**src/rtl/bip_control_unit_pkg.sv**
```systemverilog
// Shared widths, opcode/sel_A encodings, FSM states and decoded control word
// for the BIP control unit. BIP_STEP_MODE_EN adds the WAIT_STEP state.
package bip_control_unit_pkg;

  localparam int unsigned PC_BITS    = 11;
  localparam int unsigned OPC_BITS   = 5;
  localparam int unsigned D_BITS     = 11;
  localparam int unsigned S_BITS     = 2;
  localparam int unsigned CNT_BITS   = 16;
  localparam int unsigned INSTR_BITS = OPC_BITS + D_BITS;

  typedef enum logic [OPC_BITS-1:0] {
    OPC_HLT  = 5'b00000,
    OPC_STO  = 5'b00001,
    OPC_LD   = 5'b00010,
    OPC_LDI  = 5'b00011,
    OPC_ADD  = 5'b00100,
    OPC_ADDI = 5'b00101,
    OPC_SUB  = 5'b00110,
    OPC_SUBI = 5'b00111
  } opcode_e;

  // Accumulator source select
  localparam logic [S_BITS-1:0] SEL_A_RAM = 2'b00;
  localparam logic [S_BITS-1:0] SEL_A_IMM = 2'b01;
  localparam logic [S_BITS-1:0] SEL_A_ALU = 2'b10;

  typedef enum logic [2:0] {
    ST_IDLE      = 3'd0,
    ST_FETCH     = 3'd1,
    ST_EXEC      = 3'd2,
    ST_HALT      = 3'd3
`ifdef BIP_STEP_MODE_EN
    , ST_WAIT_STEP = 3'd4
`endif
  } state_e;

  typedef struct packed {
    logic [S_BITS-1:0] sel_a;
    logic              sel_b;
    logic              op;
    logic              w_acc;
    logic              wr_ram;
    logic              illegal;
    logic              hlt;
  } ctrl_t;

  localparam ctrl_t CTRL_NONE = '0;

endpackage

```
**src/rtl/bip_instr_decoder.sv**
```systemverilog
// Combinational opcode decoder: maps the 5-bit opcode onto the datapath
// control word; anything outside the defined set is flagged illegal.
module bip_instr_decoder
  import bip_control_unit_pkg::*;
(
  input  logic [OPC_BITS-1:0] i_opcode,
  output ctrl_t               o_ctrl_c
);

  always_comb begin
    o_ctrl_c = CTRL_NONE;
    case (opcode_e'(i_opcode))
      OPC_HLT: begin
        o_ctrl_c.hlt = 1'b1;
      end
      OPC_STO: begin
        o_ctrl_c.wr_ram = 1'b1;
      end
      OPC_LD: begin
        o_ctrl_c.sel_a = SEL_A_RAM;
        o_ctrl_c.w_acc = 1'b1;
      end
      OPC_LDI: begin
        o_ctrl_c.sel_a = SEL_A_IMM;
        o_ctrl_c.w_acc = 1'b1;
      end
      OPC_ADD: begin
        o_ctrl_c.sel_a = SEL_A_ALU;
        o_ctrl_c.w_acc = 1'b1;
      end
      OPC_ADDI: begin
        o_ctrl_c.sel_a = SEL_A_ALU;
        o_ctrl_c.sel_b = 1'b1;
        o_ctrl_c.w_acc = 1'b1;
      end
      OPC_SUB: begin
        o_ctrl_c.sel_a = SEL_A_ALU;
        o_ctrl_c.op    = 1'b1;
        o_ctrl_c.w_acc = 1'b1;
      end
      OPC_SUBI: begin
        o_ctrl_c.sel_a = SEL_A_ALU;
        o_ctrl_c.sel_b = 1'b1;
        o_ctrl_c.op    = 1'b1;
        o_ctrl_c.w_acc = 1'b1;
      end
      default: begin
        o_ctrl_c.illegal = 1'b1;
      end
    endcase
  end

endmodule

```
**src/rtl/bip_control_unit.sv**
```systemverilog
// BIP control unit: FETCH/EXEC sequencer, PC, executed-instruction counter and
// EXEC-gated control word. Define BIP_STEP_MODE_EN for single-step (i_step/WAIT_STEP).
module bip_control_unit
  import bip_control_unit_pkg::*;
(
  input  logic                  i_clock,
  input  logic                  i_reset,
  input  logic                  i_start,
`ifdef BIP_STEP_MODE_EN
  input  logic                  i_step,
`endif
  input  logic [INSTR_BITS-1:0] i_Instr,
  output logic [PC_BITS-1:0]    o_Addr_rom,
  output logic [D_BITS-1:0]     o_Data,
  output logic [S_BITS-1:0]     sel_A,
  output logic                  sel_B,
  output logic                  i_op,
  output logic                  w_acc,
  output logic                  o_wr_ram,
  output logic                  o_illegal,
  output logic                  o_halted,
  output logic [CNT_BITS-1:0]   o_instr_cnt
);

  state_e                state_q, state_d;
  logic [PC_BITS-1:0]    pc_q, pc_d;
  logic [CNT_BITS-1:0]   cnt_q, cnt_d;
  ctrl_t                 dec_c;
  logic                  exec_c;

  bip_instr_decoder u_decoder (
    .i_opcode (i_Instr[INSTR_BITS-1 -: OPC_BITS]),
    .o_ctrl_c (dec_c)
  );

  assign exec_c = (state_q == ST_EXEC);

  // Sequencer: next state, PC and instruction count
  always_comb begin
    state_d = state_q;
    pc_d    = pc_q;
    cnt_d   = cnt_q;
    case (state_q)
      ST_IDLE, ST_HALT: begin
        if (i_start) begin
          state_d = ST_FETCH;
          pc_d    = '0;
          cnt_d   = '0;
        end
      end
      ST_FETCH: begin
        state_d = ST_EXEC;
      end
      ST_EXEC: begin
        cnt_d = cnt_q + CNT_BITS'(1);
        if (dec_c.hlt) begin
          state_d = ST_HALT;
        end else begin
          pc_d = pc_q + PC_BITS'(1);
`ifdef BIP_STEP_MODE_EN
          state_d = ST_WAIT_STEP;
`else
          state_d = ST_FETCH;
`endif
        end
      end
`ifdef BIP_STEP_MODE_EN
      ST_WAIT_STEP: begin
        if (i_step) begin
          state_d = ST_FETCH;
        end
      end
`endif
      default: begin
        state_d = ST_IDLE;
      end
    endcase
  end

  always_ff @(posedge i_clock or negedge i_reset) begin
    if (!i_reset) begin
      state_q <= ST_IDLE;
      pc_q    <= '0;
      cnt_q   <= '0;
    end else begin
      state_q <= state_d;
      pc_q    <= pc_d;
      cnt_q   <= cnt_d;
    end
  end

  // Control word is live only in EXEC, so an async reset clears it at once
  always_comb begin
    o_Data    = '0;
    sel_A     = '0;
    sel_B     = 1'b0;
    i_op      = 1'b0;
    w_acc     = 1'b0;
    o_wr_ram  = 1'b0;
    o_illegal = 1'b0;
    if (exec_c) begin
      o_Data    = i_Instr[D_BITS-1:0];
      sel_A     = dec_c.sel_a;
      sel_B     = dec_c.sel_b;
      i_op      = dec_c.op;
      w_acc     = dec_c.w_acc;
      o_wr_ram  = dec_c.wr_ram;
      o_illegal = dec_c.illegal;
    end
  end

  assign o_Addr_rom  = pc_q;
  assign o_instr_cnt = cnt_q;
  assign o_halted    = (state_q == ST_HALT);

endmodule
```
**config.mk**
```make
export PLATFORM = sky130hd
export DESIGN_NAME = bip_control_unit
export DESIGN_NICKNAME = d
export VERILOG_FILES = /design/src/rtl/bip_control_unit_pkg.sv /design/src/rtl/bip_instr_decoder.sv /design/src/rtl/bip_control_unit.sv
export SDC_FILE = /design/constraint.sdc
export NUM_CORES = 1
export LEC_CHECK = 0
export ABC_AREA = 1
export ABC_CLOCK_PERIOD_IN_PS = 1900
export BUFFER_PORTS_ARGS = -buffer_cell sky130_fd_sc_hd__buf_2
export CAP_MARGIN = 0
export CELL_PAD_IN_SITES_DETAIL_PLACEMENT = 1
export CELL_PAD_IN_SITES_GLOBAL_PLACEMENT = 2
export CORE_ASPECT_RATIO = 0.8
export CORE_UTILIZATION = 27
export CTS_BUF_LIST = sky130_fd_sc_hd__clkbuf_2
export DETAILED_ROUTE_END_ITERATION = 8
export PLACE_DENSITY_LB_ADDON = 0.25
export SYNTH_ARGS = -nofsm -noshare
export SYNTH_HDL_FRONTEND = slang
export SYNTH_HIERARCHICAL = 1
export SYNTH_SLANG_ARGS = --single-unit
export TNS_END_PERCENT = 100
```
**constraint.sdc**
```tcl
create_clock -name i_clock -period 1.9 [get_ports i_clock]
set_input_delay 0.285 -clock i_clock [delete_from_list [all_inputs] [get_ports i_clock]]
set_output_delay 0.285 -clock i_clock [all_outputs]
set_load 0.005 [all_outputs]
```
# ---- After elaboration in Yosys (flattened, before gate mapping)
# Cells that the tools add are included.
dict set report totals {
  regBits 30
  input_bits 19
  out_inout_bits 46
  wordCells 50
}
dict set report op_classes {
  n_addsub 2
  eq_ne 12
  n_mux 22
  reduce_logical 11
}
# cell n
set op_table {}
lappend op_table {{$mux W11} 3}
lappend op_table {{$pmux W16 S2} 1}
lappend op_table {{$pmux W11 S2} 1}
lappend op_table {{$eq A5 B3 Y1 const B} 4}
lappend op_table {{$add A16 B1 Y16 const B} 1}
lappend op_table {{$mux W16} 1}
lappend op_table {{$add A11 B1 Y11 const B} 1}
lappend op_table {{$mux W1} 11}
lappend op_table {{$eq A5 B2 Y1 const B} 2}
lappend op_table {{$pmux W3 S3} 1}
lappend op_table {{$reduce_or A8 Y1} 1}
lappend op_table {{$eq A3 B2 Y1 const B} 2}
lappend op_table {{$reduce_or A2 Y1} 3}
lappend op_table {{$reduce_or A6 Y1} 1}
lappend op_table {{$eq A5 B1 Y1 const B} 1}
lappend op_table {{$logic_not A5 Y1} 1}
lappend op_table {{$mux W2} 2}
lappend op_table {{$ne A2 B2 Y1 const B} 2}
lappend op_table {{$pmux W2 S2} 1}
lappend op_table {{$reduce_or A4 Y1} 1}
lappend op_table {{$eq A3 B1 Y1 const B} 1}
lappend op_table {{$logic_not A3 Y1} 1}
lappend op_table {{$mux W3} 1}
lappend op_table {{$reduce_and A3 Y1} 1}
lappend op_table {{2 further kinds} 2}

# ---- Depth between registers and ports, before layout
dict set report depth {
  depth_word 4
  ltp_mapped 11
  depth_no_buf 11
}

# ---- Cells and area by module
# Netlist, hierarchy kept.
# mod n_inst cells_per_inst area_each_um2
set modules_own_cells {}
lappend modules_own_cells {bip_control_unit 1 275 1884.3}
lappend modules_own_cells {bip_instr_decoder 1 21 85.1}

# ---- Worst setup path after synthesis
# No wires, ideal clock.
dict set report synth_timing {
  path_kind {flip-flop to flip-flop}
  start {reg state_q[0]}
  end {reg cnt_q[15] (netlist: o_instr_cnt[15])}
  setup_time_ps 119
  arrival_time_ps 1331
  t_required_ps 1781
  slack_ps 450
  stages_incl_launch_ff 11
  path_buffers 0
  path_cell_list {dfrtp_1 -> inv_1 -> ha_1 -> inv_2 -> nand2_4 -> nand2_8 -> nand2_2 -> nor2_2 -> nand3_1 -> nand2_1 -> nor2_1}
}
dict set report synth_via {
  elab_chain_cells 4
  elab_cells_between_ends 8
  classes_between {eq/ne (3); mux (1); reduce/logical (4)}
}
# element line_no
set synth_rtl {}
lappend synth_rtl {{start: declaration} bip_control_unit.sv:25} ;# state_e state_q, state_d;
lappend synth_rtl {{start signal: assignment} bip_control_unit.sv:86} ;# state_q <= state_d;
lappend synth_rtl {{$eq A3 B2 Y1 / $logic_not A3 Y1 (equally long branches)} bip_control_unit.sv:43} ;# case (state_q)
lappend synth_rtl {{$reduce_or A2 Y1} bip_control_unit.sv:43}
lappend synth_rtl {{$ne A2 B2 Y1 (no source line) / $reduce_bool A2 Y1 (equally long branches)} -}
lappend synth_rtl {{$reduce_and A2 Y1 (no source line)} -}
lappend synth_rtl {{end signal: assignment} bip_control_unit.sv:88} ;# cnt_q <= cnt_d;
lappend synth_rtl {{end: declaration} bip_control_unit.sv:27} ;# logic [CNT_BITS-1:0] cnt_q, cnt_d;
# Parallel ways exist; a longest one is shown, timed or not.
# A chain may end at the register's enable or synchronous reset.

# ---- Final worst setup path
dict set report layout_timing {
  start {reg state_q[0]}
  end {out sel_B}
}
dict set report layout_via {
  elab_chain_cells 2
}
# element line_no
set layout_rtl {}
lappend layout_rtl {{$eq A3 B2 Y1} bip_control_unit.sv:36} ;# assign exec_c = (state_q == ST_EXEC);
lappend layout_rtl {{$mux W1} bip_control_unit.sv:101} ;# if (exec_c) begin
lappend layout_rtl {{end: declaration} bip_control_unit.sv:16} ;# output logic sel_B,
# Every way passes these cells.

==> impl_results.md <==
- Status: finished, final reports clean
- Cell Pwr Density: around 840 nW/µm²
- Met2 WL: ~2200 µm
- Die Footprint: 7640 µm²
- Setup crit end kind: output pin
- Initial antenna violation count: 0
- Via count: between 1500 and 2000
- Post-Synthesis Cells: 296
- GRT Overall Usage: 14.3%
- Drt first pass iters: 4
- Share of cells above drive strength 1: a little over a quarter
- VDD IR-drop max: between 0.0002 and 0.00025 V
- Vias in the first global route: 1879
- CP Data Arrival Time: about 1.4 ns
- Final hold vios: 0
- Synth cell types: 25
- Largest net degree at the start of global routing: 30
- Remaining DRCs: 0
- Slew @ Worst Pin: between 0.6 and 0.7 ns
- Post-synth EDFFs: 0
- Worst hold path class: in2reg
- Via/cell ratio: between 4 and 5
- Max Clk Rate: 0.581 GHz
- Post-synth top flop: dfrtp_1
- Worst r2r src: state_q[0]$_DFFE_PN0P_
- Met1 wire length: roughly 2600 µm
- Fill cell count: 943
- Post-Syn Area per Cell: ~6.7 µm²
- Routed len/inst: approximately 11 µm
- Die Y-Extent: slightly below 80 µm
- Clk_lat worst skew: 0.36 ns
- Commonest non-fill, non-tap cells in the layout: nand2_1 (90), buf_2 (64), inv_1 (58), nor2_1 (44), dfrtp_1 (29)
- Sw Ratio: between 40% and 50%
- Final Wtd Congestion: 0.737
- First-pass GRT wire length: between 8000 and 9000 µm
- RSZ-0062 raised after global routing: no
- Max Root-Sink Buffers: 2
- Buffers on Ports: 64
- Mapped Area: roughly 2000 µm²
- Worst hold start: i_start
- Total setup buffers inserted after CTS: 0
- DR top layer: met4
- Final setup violation count: 0
- CTS tree: done
- Max-cap viol count: 0
- Commonest non-fill, non-tap cell in the layout: nand2_1
- Final setup TNS: 0 ns
- Cts bufs inserted: 5
- Leak: 1.55 nW
- H-tree levels: 2
- GR Overflow Total: 0
- Crit Path Class: reg2out
- Root Buffer: clkbuf_2
- Worst slew margin: a little over half
- Reg power frac: a little over a third
- Chip Width: slightly below 100 µm
- # nets final: 391
- Internal power: about 0.0011 W
- Gate power share: roughly half
- Routed Antenna Nets: 0
- Clock power share: approximately 16%
- Yosys reg bits: 29
- Layout Utilization: a little over a third
- CTS clk-pin slew, worst paths: between 0.1 and 0.15 ns
- Worst Setup SP: state_q[0]$_DFFE_PN0P_
- Worst Skew: around 0.027 ns
- # rows: 27
- Async set-or-reset flop fraction in the synthesized netlist: 100%
- Slew Limit Fails: 0
- Worst endpoint required time: around 1.6 ns
- IO Count: 65
- Number of diodes: 0
- Drt total wl: 4990 µm
- Crit path time final: 1.72 ns
- Startpoint type of the worst setup path: flip-flop
- Yosys warns: 6
- Initial core utilization: about 28%
- Period utilisation layout: 90.6%
- Initial DRC count: 31
- DP HPWL: roughly 4000 µm
- Sink Count: 29
- Crit Path Max Fanout: 9
- Core Area: between 6000 and 7000 µm²
- Mapped Nets: between 300 and 400
- Post-synthesis sequential area ratio: 36.8%
- Net Switching: about 0.00094 W
- Area Growth Syn to Fin: 25.0%
- Wire length on met3: ~200 µm
## state kept, by name, indices dropped and copies added, names as in the netlist
| name | count |
|---|---|
| o_Addr_rom | 11 |
| o_instr_cnt | 16 |
| state_q | 2 |
## kinds of logic (layout without fill, tap and decap cells)
| group | Yosys count | count (layout) | synth area share (%) |
|---|---|---|---|
| and+or+nand+nor | 174 | 174 | 40.3 |
| buffers and inverters | 66 | 138 | 13.2 |
| DFF | 29 | 29 | 36.8 |
| AOI/OAI and AO/OA | 19 | 19 | 5.08 |
| adders and majority gates | 5 | 5 | 3.18 |
| xor gates and xnor gates | 2 | 2 | 0.890 |
| muxes | 1 | 1 | 0.508 |
## area by class of cell
class	instances	area (µm²)	area share, %
well taps	87	109	4.42
multi-input cells	201	997	40.5
flip-flops and latches	29	726	29.5
repair buffers	68	357	14.5
clock buffers	6	30.0	1.22
inverters	62	233	9.46
clock inverters	2	10.0	0.407
## power groups by stage
stage	combinational (W)	sequential, W	clock [W]
floorplan	0.000710	0.000725	0
global placement	0.000997	0.000729	0
finish	0.00102	0.000724	0.000325
detailed placement	0.00101	0.000731	0
global route	0.00118	0.000734	0.000374
CTS	0.00105	0.000724	0.000345
## worst max-delay path, stage by stage, from the launching register on
cell and delay [ns]:
dfrtp_1 0.44, inv_2 0.09, ha_4 0.19, buf_4 0.18, nand2_1 0.06, inv_1 0.05, buf_2 0.10
## path summary, 6_finish.rpt
path,end,slack (ns),cells after the start
worst max-delay path,sel_B,0.18,6
worst min-delay path,o_instr_cnt[0]$_DFFE_PN0P_,0.39,4
worst max register to register,o_instr_cnt[9]$_DFFE_PN0P_,0.36,10
worst min register to register,o_instr_cnt[1]$_DFFE_PN0P_,0.56,2
max in group asynchronous,state_q[1]$_DFFE_PN0P_,0.94,2
min in group asynchronous,o_Addr_rom[0]$_DFFE_PN0P_,0.48,2
## metrics by stage
step | std cells | instance area [µm²] | total power [W] | hold slack [ns] | setup slack, ns
floorplan | 296 | 1970 | 0.00143 | -0.0106 | 0.450
global placement | 446 | 2390 | 0.00173 | 0.383 | 0.285
detailed placement | 446 | 2390 | 0.00174 | 0.375 | 0.244
CTS | 455 | 2460 | 0.00212 | 0.370 | 0.0471
global route | 455 | 2460 | 0.00229 | 0.384 | 0.0271
finish | 455 | 2460 | 0.00207 | 0.391 | 0.178
## metal layers
metal	global-route usage, %	vias to the layer above
li1	-	1029
met1	19.8	906
met2	22.4	35
met3	3.74	2
met4	3.09	0
met5	0	-
## timing repair
item	4_1_cts	5_1_grt
setup endpoints to repair	18	14
hold buffers	1	0
hold endpoints to repair	29	0
resized for setup	2	2
## cells in the mapped netlist (2+ instances only)
cell,number,area [µm²]
nand2_1,90,338
inv_1,59,221
nor2_1,44,165
dfrtp_1,29,726
nand3_1,13,65.1
o21ai_0,10,50.1
a21oi_1,7,35.0
nand2_2,7,43.8
nor3_1,7,35.0
ha_1,5,62.6
inv_2,3,11.3
nand4_1,3,18.8
nor2_4,3,33.8
clkbuf_1,2,7.51
nand2_4,2,22.5
nand2_8,2,40.0
nor2_2,2,12.5
(Power assumes the default switching activity.)
